`src/rtl/rv_pkg.sv`:
```
// rv_pkg: shared register-file constants and the writeback entry type.
package rv_pkg;
    localparam int REG_ADDR_W = 5;
    localparam int NREG = 32;
    localparam int XLEN_DEF = 32;
    localparam logic [REG_ADDR_W-1:0] X0 = 5'd0;
    typedef struct packed {
        logic [REG_ADDR_W-1:0] rd;
        logic [XLEN_DEF-1:0]   data;
    } wb_entry_t;
endpackage

```
`src/rtl/wb_fifo.sv`:
```
// wb_fifo: synchronous FIFO of writeback entries with async pointer reset.
module wb_fifo import rv_pkg::*; #(
    parameter int DEPTH = 4,
    parameter type T = wb_entry_t
) (
    input  logic clk,
    input  logic rst,
    input  logic push,
    input  logic pop,
    input  T     din,
    output T     head,
    output logic full,
    output logic empty
);
    localparam int AW = $clog2(DEPTH);
    T mem [DEPTH];
    logic [AW-1:0] wp, rp;
    logic [AW:0]   cnt;
    assign full  = cnt == (AW+1)'(DEPTH);
    assign empty = cnt == '0;
    assign head  = mem[rp];
    always_ff @(posedge clk or posedge rst) begin
        if (rst) begin
            wp  <= '0;
            rp  <= '0;
            cnt <= '0;
        end else begin
            if (push) wp <= wp + 1'b1;
            if (pop) rp <= rp + 1'b1;
            cnt <= cnt + (AW+1)'(push) - (AW+1)'(pop);
        end
    end
    always_ff @(posedge clk)
        if (push) mem[wp] <= din;
endmodule

```
`src/rtl/rf_writeback.sv`:
```
// rf_writeback: arbitrates ALU and queued load results onto the single register-file
// write port and tracks pending loads for decode's load-use stall.
module rf_writeback import rv_pkg::*; #(
    parameter int XLEN = 32,
    parameter int LQ_DEPTH = 4
) (
    input  logic                  clk,
    input  logic                  rst,
    input  logic                  alu_valid,
    input  logic [REG_ADDR_W-1:0] alu_rd,
    input  logic [XLEN-1:0]       alu_data,
    output logic                  alu_ready,
    input  logic                  ld_issue,
    input  logic [REG_ADDR_W-1:0] ld_issue_rd,
    input  logic                  ld_valid,
    input  logic [REG_ADDR_W-1:0] ld_rd,
    input  logic [XLEN-1:0]       ld_data,
    output logic                  ld_ready,
    output logic                  reg_wr,
    output logic [REG_ADDR_W-1:0] waddr,
    output logic [XLEN-1:0]       wdata,
    output logic [NREG-1:0]       busy
);
    typedef struct packed {
        logic [REG_ADDR_W-1:0] rd;
        logic [XLEN-1:0]       data;
    } entry_t;
    entry_t head, win;
    logic full, empty, fifo_win, alu_win, push, any_win;
    logic [NREG-1:0] busy_n;
    assign alu_ready = !full;
    assign ld_ready  = !full;
    // A full queue must drain, otherwise ALU traffic could starve loads forever.
    assign fifo_win = full || (!alu_valid && !empty);
    assign alu_win  = alu_valid && !full;
    assign any_win  = fifo_win || alu_win;
    assign push     = ld_valid && !full;
    assign win      = fifo_win ? head : entry_t'{rd: alu_rd, data: alu_data};
    wb_fifo #(.DEPTH(LQ_DEPTH), .T(entry_t)) u_fifo (
        .clk   (clk),
        .rst   (rst),
        .push  (push),
        .pop   (fifo_win),
        .din   (entry_t'{rd: ld_rd, data: ld_data}),
        .head  (head),
        .full  (full),
        .empty (empty)
    );
    // Set after clear so a same-cycle re-issue keeps the register pending.
    always_comb begin
        busy_n = busy;
        if (fifo_win && head.rd != X0) busy_n[head.rd] = 1'b0;
        if (ld_issue && ld_issue_rd != X0) busy_n[ld_issue_rd] = 1'b1;
    end
    always_ff @(posedge clk or posedge rst) begin
        if (rst) begin
            reg_wr <= 1'b0;
            waddr  <= '0;
            wdata  <= '0;
            busy   <= '0;
        end else begin
            reg_wr <= any_win && win.rd != X0;
            if (any_win) begin
                waddr <= win.rd;
                wdata <= win.data;
            end
            busy <= busy_n;
        end
    end
endmodule
```
`config.mk`:
```
export PLATFORM = sky130hd
export DESIGN_NAME = rf_writeback
export DESIGN_NICKNAME = d
export VERILOG_FILES = /design/src/rtl/rv_pkg.sv /design/src/rtl/wb_fifo.sv /design/src/rtl/rf_writeback.sv
export SDC_FILE = /design/constraint.sdc
export NUM_CORES = 1
export LEC_CHECK = 0
export ABC_AREA = 1
export ABC_CLOCK_PERIOD_IN_PS = 6300
export BUFFER_PORTS_ARGS = -buffer_cell sky130_fd_sc_hd__buf_2
export CAP_MARGIN = 5
export CORE_AREA = 2 2 156 158
export DETAILED_ROUTE_END_ITERATION = 8
export DIE_AREA = 0 0 158 160
export GPL_TIMING_DRIVEN = 1
export PLACE_DENSITY = 0.63
export SYNTH_ARGS = -nofsm -noshare
export SYNTH_HDL_FRONTEND = slang
export SYNTH_SLANG_ARGS = --single-unit
```
`constraint.sdc`:
```
create_clock -name clk -period 6.3 [get_ports clk]
set_clock_uncertainty 0.1 [all_clocks]
set_input_delay 1.575 -clock clk [delete_from_list [all_inputs] [get_ports clk]]
set_output_delay 1.575 -clock clk [all_outputs]
set_load 0.01 [all_outputs]
```
Yosys cells after proc, flatten, opt, wreduce, memory -nomap -nowiden
Memory sizes are Yosys's and may differ from the RTL's.
Index checks and enable logic that the tools add are counted.
W data, S select, Z words.
Word-level totals
  bits in registers: 77
  bits in writable memories: 148
  input bits: 84
  output and inout bits: 72
  logic and storage cells: 46
  memories kept: 1
Cells by class
  add/subtract/negate cells: 4
  magnitude comparators: 4
  eq/ne operators: 1
  muxes and demuxes: 9
  bitwise operators: 3
  reduce and logical (&&, ||, !) cells: 17
Memories
  u_fifo.mem: words 4, bits a word 37, read ports 1, clocked after Yosys merged registers in 0, write ports 1, line wb_fifo.sv:16  | T mem [DEPTH];
Operator list (count)
  $mux W32: 2
  $mux W37: 1
  $and A32 B32 Y32: 1
  $not A32 Y32: 1
  $or A32 B32 Y32: 1
  $reduce_bool A5 Y1: 3
  $lt A5 B6 Y1 const B: 2
  $demux W1 S5: 2
  $ge A5 B1 Y1 const B: 2
  $logic_and A1 B1 Y1: 8
  $add A2 B1 Y2 const B: 2
  $mux W1: 4
  $add A3 B1 Y3: 1
  $eq A3 B3 Y1 const B: 1
  $logic_not A1 Y1: 3
  $logic_not A3 Y1: 1
  $sub A3 B1 Y3: 1
  $logic_or A1 B1 Y1: 2

Depth between registers and ports, before layout
Gate-level depths: netlist of the first run.
An unclocked memory read counts as a cell.
  depth after elaboration: 10
  mapped depth: 11
  mapped depth without buffers: 10

Hierarchy
Synthesis of the first run repeated with hierarchy kept, for this count alone.
Unflattened totals
  cell total of the unflattened synthesis: 1001
  area total of the unflattened synthesis: 9818.2 um^2
By module, submodules not included
  wb_fifo: instances 1, cells an instance 628, area each 6660.1 um^2, sequential area each 4619.4 um^2
  rf_writeback: instances 1, cells an instance 373, area each 3158.0 um^2, sequential area each 1751.7 um^2

Worst setup path before layout of the first run
Ideal clock, no wire load.
  path type: input to register
  from: input port ld_valid
  to: memory u_fifo.mem[0][0] (netlist name) (enable)
  library setup time: 0.431 ns
  data arrival time: 3.278 ns
  required time: 5.769 ns
  setup slack: 2.491 ns
  cell stages on the path: 2
  buffers on the path: 0
  path through: nand2_1 nor2_1
Between the ends
  cells in the longest elaborated chain, start to end: 3
Ends and longest elaborated chain
  start, declared: line rf_writeback.sv:15  | input logic ld_valid,
  $logic_and A1 B1 Y1: line rf_writeback.sv:37  | assign push = ld_valid && !full;
  $mux W1: line wb_fifo.sv:34  | if (push) mem[wp] <= din;
  $mux W1 (implied by the code): line wb_fifo.sv:34
  end, declared: line wb_fifo.sv:16
Every way passes these cells.

Final worst setup path of the first run
  from: input port alu_valid
  to: register busy[20]
Between the ends
  cells in the longest elaborated chain, start to end: 7
Ends and longest elaborated chain
  start, declared: line rf_writeback.sv:9  | input logic alu_valid,
  $logic_not A1 Y1 (*): line rf_writeback.sv:34  | assign fifo_win = full || (!alu_valid && !empty);
  $logic_and A1 B1 Y1 (*): line rf_writeback.sv:34
  $logic_or A1 B1 Y1 (*): line rf_writeback.sv:34
  $logic_and A1 B1 Y1 (*): line rf_writeback.sv:52  | if (fifo_win && head.rd != X0) busy_n[head.rd] = 1'b0;
  $mux W32 (*): line rf_writeback.sv:52
  $or A32 B32 Y32 (no source line)
  $mux W32 (*): line rf_writeback.sv:53  | if (ld_issue && ld_issue_rd != X0) busy_n[ld_issue_rd] = 1'b1;
  net busy_n[20]: line rf_writeback.sv:30  | logic [NREG-1:0] busy_n;
  end signal, assigned: line rf_writeback.sv:67  | busy <= busy_n;
  end, declared: line rf_writeback.sv:22  | output logic [NREG-1:0] busy
Mark *: on every way through the listed nets, which the timed path passes. The rest lies on a longest branch.
A chain may end at the register's enable or synchronous reset.

==> results of run 1 <==
==> logic make-up (layout without fill, tap and decap cells) <==
logic type	Yosys count	after routing	share of synthesized area, %
buffers and inverters	72	238	3.56
AOI/OAI and AO/OA	156	156	9.33
adders and majority gates	7	7	1.02
DFF	225	225	68.6
other	0	2	0
and+or+nand+nor	369	369	17.0
xor gates and xnor gates	5	5	0.471
==> through the flow <==
step	worst slack, ns	power, mW	instances
3_3_place_gp	2.61	4.25	1280
6_report	3.08	5.65	1326
3_5_place_dp	2.58	4.29	1280
2_1_floorplan	2.49	3.58	834
4_1_cts	3.11	5.71	1324
5_1_grt	2.87	6.04	1324
==> worst min path at each step <==
stage	startpoint	end	slack, ns	depth (start not counted)
after global placement	busy[0]	busy[0]	0.26	0
final	busy[0]	busy[0]	0.27	0
after floorplan	busy[0]	busy[0]	0.39	1
after global routing	busy[0]	busy[0]	0.28	0
after detailed placement	busy[0]	busy[0]	0.27	0
after CTS	busy[0]	busy[0]	0.28	0
==> layer usage <==
metal	track usage, %	vias up
met5	0	-
met2	29.6	197
met3	3.91	33
met4	4.46	2
li1	-	3200
met1	24.5	3133
==> sequential cells by signal, summed over array words and instances (netlist names) <==
signal,flops
u_fifo.mem,148
waddr,5
wdata,32
busy,32
reg_wr,1
u_fifo.wp,2
u_fifo.cnt,3
u_fifo.rp,2
==> where the power goes <==
group | leakage [nW] | internal (mW) | switching (mW)
Clock | 0.399 | 0.848 | 0.558
Combinational | 1.85 | 0.612 | 1.35
Sequential | 2.27 | 2.04 | 0.244
==> worst max-delay path: cells and delay by family <==
family | cells | cell delay [ns]
AOI/OAI and AO/OA | 1 | 0.18
buffers and inverters | 3 | 1.30
and+or+nand+nor | 4 | 0.42
==> cell type report <==
cell class                      count  area, um^2  area share, %
Timing Repair Buffer              164         843           7.56
Inverter                           30         114           1.02
Clock inverter                     14         158           1.41
Sequential cell                   225        6370           57.1
Antenna cell                        2        5.00         0.0448
Tap cell                          324         405           3.63
Multi-Input combinational cell    537        2620           23.5
Clock buffer                       30         643           5.76
==> layout by cell type, fill, tap and decap left out, types with 2 or more instances in the layout <==
cell type	synthesis	routed
nand2_1	182	182
buf_2	21	155
edfxtp_1	148	148
nor2_1	100	96
o21ai_0	91	91
dfrtp_1	77	75
nand3_1	54	54
o22ai_1	25	25
o21ai_1	25	25
clkbuf_16	0	24
inv_1	22	21
nand2_2	12	12
buf_4	5	9
inv_2	8	8
clkinv_2	0	8
nor2_4	3	7
o221ai_1	7	7
o211ai_1	7	7
nand4_1	6	6
ha_1	6	6
xor2_1	4	4
nor2_2	4	4
clkbuf_1	14	4
nand2_4	3	3
nand3_2	3	3
bufinv_16	0	3
diode_2	0	2
clkinv_1	0	2
clkbuf_8	0	2
dfrtp_2	0	2
==> flow_summary.yaml, run 1 <==
routing:
  ant_nets: 0
  routed_wl_mm: 22.7
  vias: 6565
  first_pass_iters: 5
  dr.max_layer_used: "met5"
  vias_per_cell: 4.95
  drc: 0
  route.met3.wl_mm: 1.47
  wl_met2_mm: 10.8
  met1_length_mm: 10.0
  wire_per_inst_um: 17.1
  drt_iter0_markers: 441
clock_tree:
  cts_tree: "done"
  cts_num_sinks: 225
  cts_hold_buf: 0
  cts_buffers: 24
  post_cts_buffers: 0
  cts_resized: 0
  root_buffer: "clkbuf_16"
  cts.path.max_buffers: 3
  clkLatencyLatePin_ns: 0.52
  clkSlewWorstSetupHoldPaths_ns: 0.06
  h-tree-depth: 1
worst_hold_path:
  hp-class: "register to register"
global_route:
  first_global_vias: 6391
  grt_pass1_wl_mm: 35.4
  grt_max_degree: 77
  antenna_found_initial: 3
  grt-ovfl-total: 0
  grt_usage_pct: 18.0
sta:
  setup-tns-final_ns: 0
  fin_crit_sh_pct: 51.0
  fmaxAchievable_mhz: 311
  period_needed_ns: 3.22
  finalHoldViolCount: 0
  hold-worst-slack_ns: 0.270
  slew_violations: 0
  rsz0062_at_grt: "false"
  setup_viol_count_final: 0
  slew_headroom_pct: 41.7
  max_slew.worst_pin.slew_ns: 0.875
logic_synthesis:
  ys_types: 29
  ys_seq_area_share_pct: 68.6
  synth_top_cell_by_area: "edfxtp_1"
  avgSynthCellArea_um2: 11.1
  synth_ff_type: "edfxtp_1"
  synthTopCellsByArea: "edfxtp_1 48%, dfrtp_1 21%, nand2_1 7.4%, o21ai_0 4.9%, nor2_1 4.0%"
  synth_seq_cells: 225
  yosysWarningCount: 0
  synth_top_area_share_pct: 47.8
  ys_top_cells_by_count: "182 x nand2_1, 148 x edfxtp_1, 100 x nor2_1, 91 x o21ai_0, 77 x dfrtp_1"
  postSynthCellCount: 834
  yosysMostFrequentCell: "nand2_1"
  mappedNetlistNets: 925
  synth_edf_count: 148
  synth.cell_area_um2: 9290
  synthArstFlopShare_pct: 34.2
place:
  gp_congestion: 0.788
  dpl.hpwl_mm: 13.9
  dpl_cell_area_um2: 10400
  io_buffers: 155
critical_path:
  arrival_ns: 3.52
  path_max_fanout: 72
  cpMostUsedCell: "nand2_1"
  critPathMaxStageDelay_ns: 0.64
  ff2ff_path_depth: 9
  critical_path_class: "input port to register"
  reg2reg_from: "u_fifo.rp[1]"
  cp_slowest_cell: "buf_4"
  cp-start-kind: "input port"
  rr_endpoint: "busy[30]"
  regToRegSetupSlack_ns: 3.47
  end_kind: "register"
  cp_cell_sequence: "buf_2 > o21ai_4 > buf_4 > inv_1 > nor2_2 > nand3_1 > nand2_1 > nand2_1"
  cp-startpoint: "alu_valid"
  cp.required_ns: 6.60
  endpoint: "busy[20]"
run_status:
  status: "finished clean"
finish:
  layout-drive-gt1-share_pct: 24.4
  layout.nets: 1073
  area_growth_pct: 20.1
  design_area_um2: 11200
  final_util_pct: 46.9
  fillers: 2262
floorplan:
  die_x_um: 158
  num_rows: 57
  die_h_um: 160
  initial_core_util_pct: 39.0
  pin_count: 156
  die_area_um2: 25300
  core-area_um2: 23800
run:
  drv_cap: 0
power_and_ir_drop:
  power-per-cell-area_nw_per_um2: 506
  p_leak_nw: 4.52
  ir_drop_uv: 298
(Power assumes the default switching activity.)
==> inputs of run 2 (changes only) <==
--- a/config.mk
+++ b/config.mk
@@ -6,14 +6,14 @@
 export NUM_CORES = 1
 export LEC_CHECK = 0
 export ABC_AREA = 1
-export ABC_CLOCK_PERIOD_IN_PS = 6300
+export ABC_CLOCK_PERIOD_IN_PS = 2900
 export BUFFER_PORTS_ARGS = -buffer_cell sky130_fd_sc_hd__buf_2
 export CAP_MARGIN = 5
 export CORE_AREA = 2 2 156 158
 export DETAILED_ROUTE_END_ITERATION = 8
 export DIE_AREA = 0 0 158 160
 export GPL_TIMING_DRIVEN = 1
-export PLACE_DENSITY = 0.63
+export PLACE_DENSITY = 0.66
 export SYNTH_ARGS = -nofsm -noshare
 export SYNTH_HDL_FRONTEND = slang
 export SYNTH_SLANG_ARGS = --single-unit
==> constraint.sdc (replaced) <==
create_clock -name clk -period 2.9 [get_ports clk]
set_clock_uncertainty 0.1 [all_clocks]
set_input_delay 0.725 -clock clk [delete_from_list [all_inputs] [get_ports clk]]
set_output_delay 0.725 -clock clk [all_outputs]
set_load 0.01 [all_outputs]
==> run 2 against run 1 <==
Clock-buffer cell count grew 2; sequential share of layout area shrank 0.39 points; worst setup slack lost 2.6 ns; clock power grew 110%; die area is the same; global-route usage shrank 0.33 points; first-iteration DRC count grew 20%; sequential power grew 110%; critical endpoint is now alu_ready; highest routed layer is now met4.
==> flow_summary.yaml, run 2 (synthesis gave the netlist of run 1 again) <==
run_status:
  status: "finished clean"
finish:
  multi_input_area_um2: 2620
  register_area_um2: 6370
  mostFrequentLayoutCells: "182 x nand2_1, 155 x buf_2, 148 x edfxtp_1"
  antennaDiodeCount: 0
  largest_reg_flops: 148
  final_common_cell: "nand2_1"
  layout-drive-gt1-share_pct: 24.4
  design_area_um2: 11200
  fillers: 2195
  largest_register: "u_fifo.mem"
  largestRegisters: "u_fifo.mem (148), busy (32), wdata (32)"
  final_util_pct: 47.2
  layout.nets: 1078
  area_growth_pct: 20.9
routing:
  first_pass_iters: 5
  vias: 6640
  routed_wl_mm: 22.4
  vias_per_cell: 5.00
  wire_per_inst_um: 16.8
  drc: 0
  drt_iter0_markers: 530
  ant_nets: 0
critical_path:
  cp-start-kind: "register"
  rr_endpoint: "busy[20]"
  ff2ff_path_depth: 10
  cp.required_ns: 2.08
  cp_slowest_cell: "dfrtp_1"
  regToRegSetupSlack_ns: 0.60
  critical_path_class: "register to primary output"
  critPathMaxStageDelay_ns: 0.43
  path_buf_inv: 2
  reg2reg_from: "u_fifo.cnt[1]"
  arrival_ns: 1.59
  critical-path-top-delay-family: "flip-flops"
  timing.critical_path.depth: 4
  end_kind: "primary output"
  path_max_fanout: 18
  cp_cell_sequence: "nor2_4 > nand2_4 > buf_4 > buf_2"
sta:
  rsz0062_at_grt: "false"
  finalHoldViolCount: 0
  slew_violations: 0
  setup_viol_count_final: 0
  max_slew.worst_pin.slew_ns: 0.758
  period_needed_ns: 2.41
  slew_headroom_pct: 49.4
  fmaxAchievable_mhz: 414
  fin_ws_ns: 0.487
  fin_crit_sh_pct: 83.2
floorplan:
  num_rows: 57
  die_x_um: 158
  die_area_um2: 25300
  core-area_um2: 23800
  pin_count: 156
  initial_core_util_pct: 39.0
  die_h_um: 160
global_route:
  grt_usage_pct: 17.7
  grt-ovfl-total: 0
  grt_pass1_wl_mm: 35.2
  grt_max_degree: 77
  first_global_vias: 6471
  antenna_found_initial: 0
place:
  gp_congestion: 0.772
  pre_cts_slack_ns: 0.542
  dpl_cell_area_um2: 10500
  dpl.hpwl_mm: 14.8
  io_buffers: 155
power_and_ir_drop:
  p_leak_nw: 4.54
  power-per-cell-area_nw_per_um2: 1090
  switching_power_mw: 4.62
  internal_power_mw: 7.66
  ir_drop_uv: 536
  pwr-share-comb_pct: 35.8
  pwr-share-clk_pct: 24.6
  p_sw_share_pct: 37.6
  seq_power_share_pct: 39.7
clock_tree:
  cts_buffers: 23
  post_cts_buffers: 0
  cts.path.max_buffers: 3
  cts_tree: "done"
  cts_num_sinks: 225
  cts_hold_buf: 0
  clkSlewWorstSetupHoldPaths_ns: 0.06
  cts_resized: 0
  root_buffer: "clkbuf_16"
  h-tree-depth: 1
  clkLatencyLatePin_ns: 0.52
worst_hold_path:
  hp-class: "input port to asynchronous set/reset pin"
run:
  drv_cap: 0
==> run 2: cell types whose count changed in the layout (fill, tap and decap cells not counted), moves of 2 or more <==
cell	change
buf_12	+5
clkinv_2	-5
clkbuf_1	+2
diode_2	-2
==> run 2: per-layer routing <==
| metal | share of wire [%] | GRT usage [%] |
|---|---|---|
| met2 | 47 | 28.6 |
| met4 | 1.6 | 3.97 |
| met1 | 45 | 25.2 |
| met5 | 0 | 0 |
| met3 | 6.3 | 2.99 |
==> run 2: worst max path at each step <==
stage	start	to	slack, ns
detailed placement	alu_valid	busy[20]	0.54
CTS	u_fifo.cnt[1]	alu_ready	0.45
global route	u_fifo.cnt[1]	alu_ready	0.42
finish	u_fifo.cnt[1]	alu_ready	0.49
global placement	alu_valid	busy[20]	0.59
floorplan	ld_valid	u_fifo.mem[0][0]	-0.06
==> run 2: through the flow <==
stage / TNS, ns / power, mW / std cells / hold slack (ns)
global placement: 0 / 9.25 / 1286 / 0.262
finish: 0 / 12.3 / 1328 / 0.205
detailed placement: 0 / 9.36 / 1286 / 0.270
floorplan: -8.77 / 7.77 / 834 / 0.394
CTS: 0 / 12.4 / 1328 / 0.213
global route: 0 / 13.1 / 1328 / 0.247
==> run 2: power by group through the flow <==
stage	clock network (mW)	logic (mW)	registers (mW)
floorplan	0	2.69	5.09
global placement	0	4.33	4.91
detailed placement	0	4.44	4.92
CTS	3.08	4.45	4.87
global route	3.22	4.93	4.96
finish	3.01	4.39	4.87
==> run 2: layout make-up <==
class                           instances  share of cell area (%)
Clock buffer                           32                    5.69
Clock inverter                         10                    1.19
Inverter                               30                    1.01
Multi-Input combinational cell        537                    23.3
Sequential cell                       225                    56.7
Tap cell                              324                    3.61
Timing Repair Buffer                  170                    8.46
==> run 2: worst register-to-register path: stages (launching register included) <==
cell and delay [ns]:
dfrtp_1 0.43, nor2_4 0.20, nand2_4 0.06, buf_4 0.21, o21ai_4 0.10, buf_12 0.33, inv_1 0.34, nor2_2 0.20
nand3_1 0.08, nand2_1 0.06, nand2_1 0.05
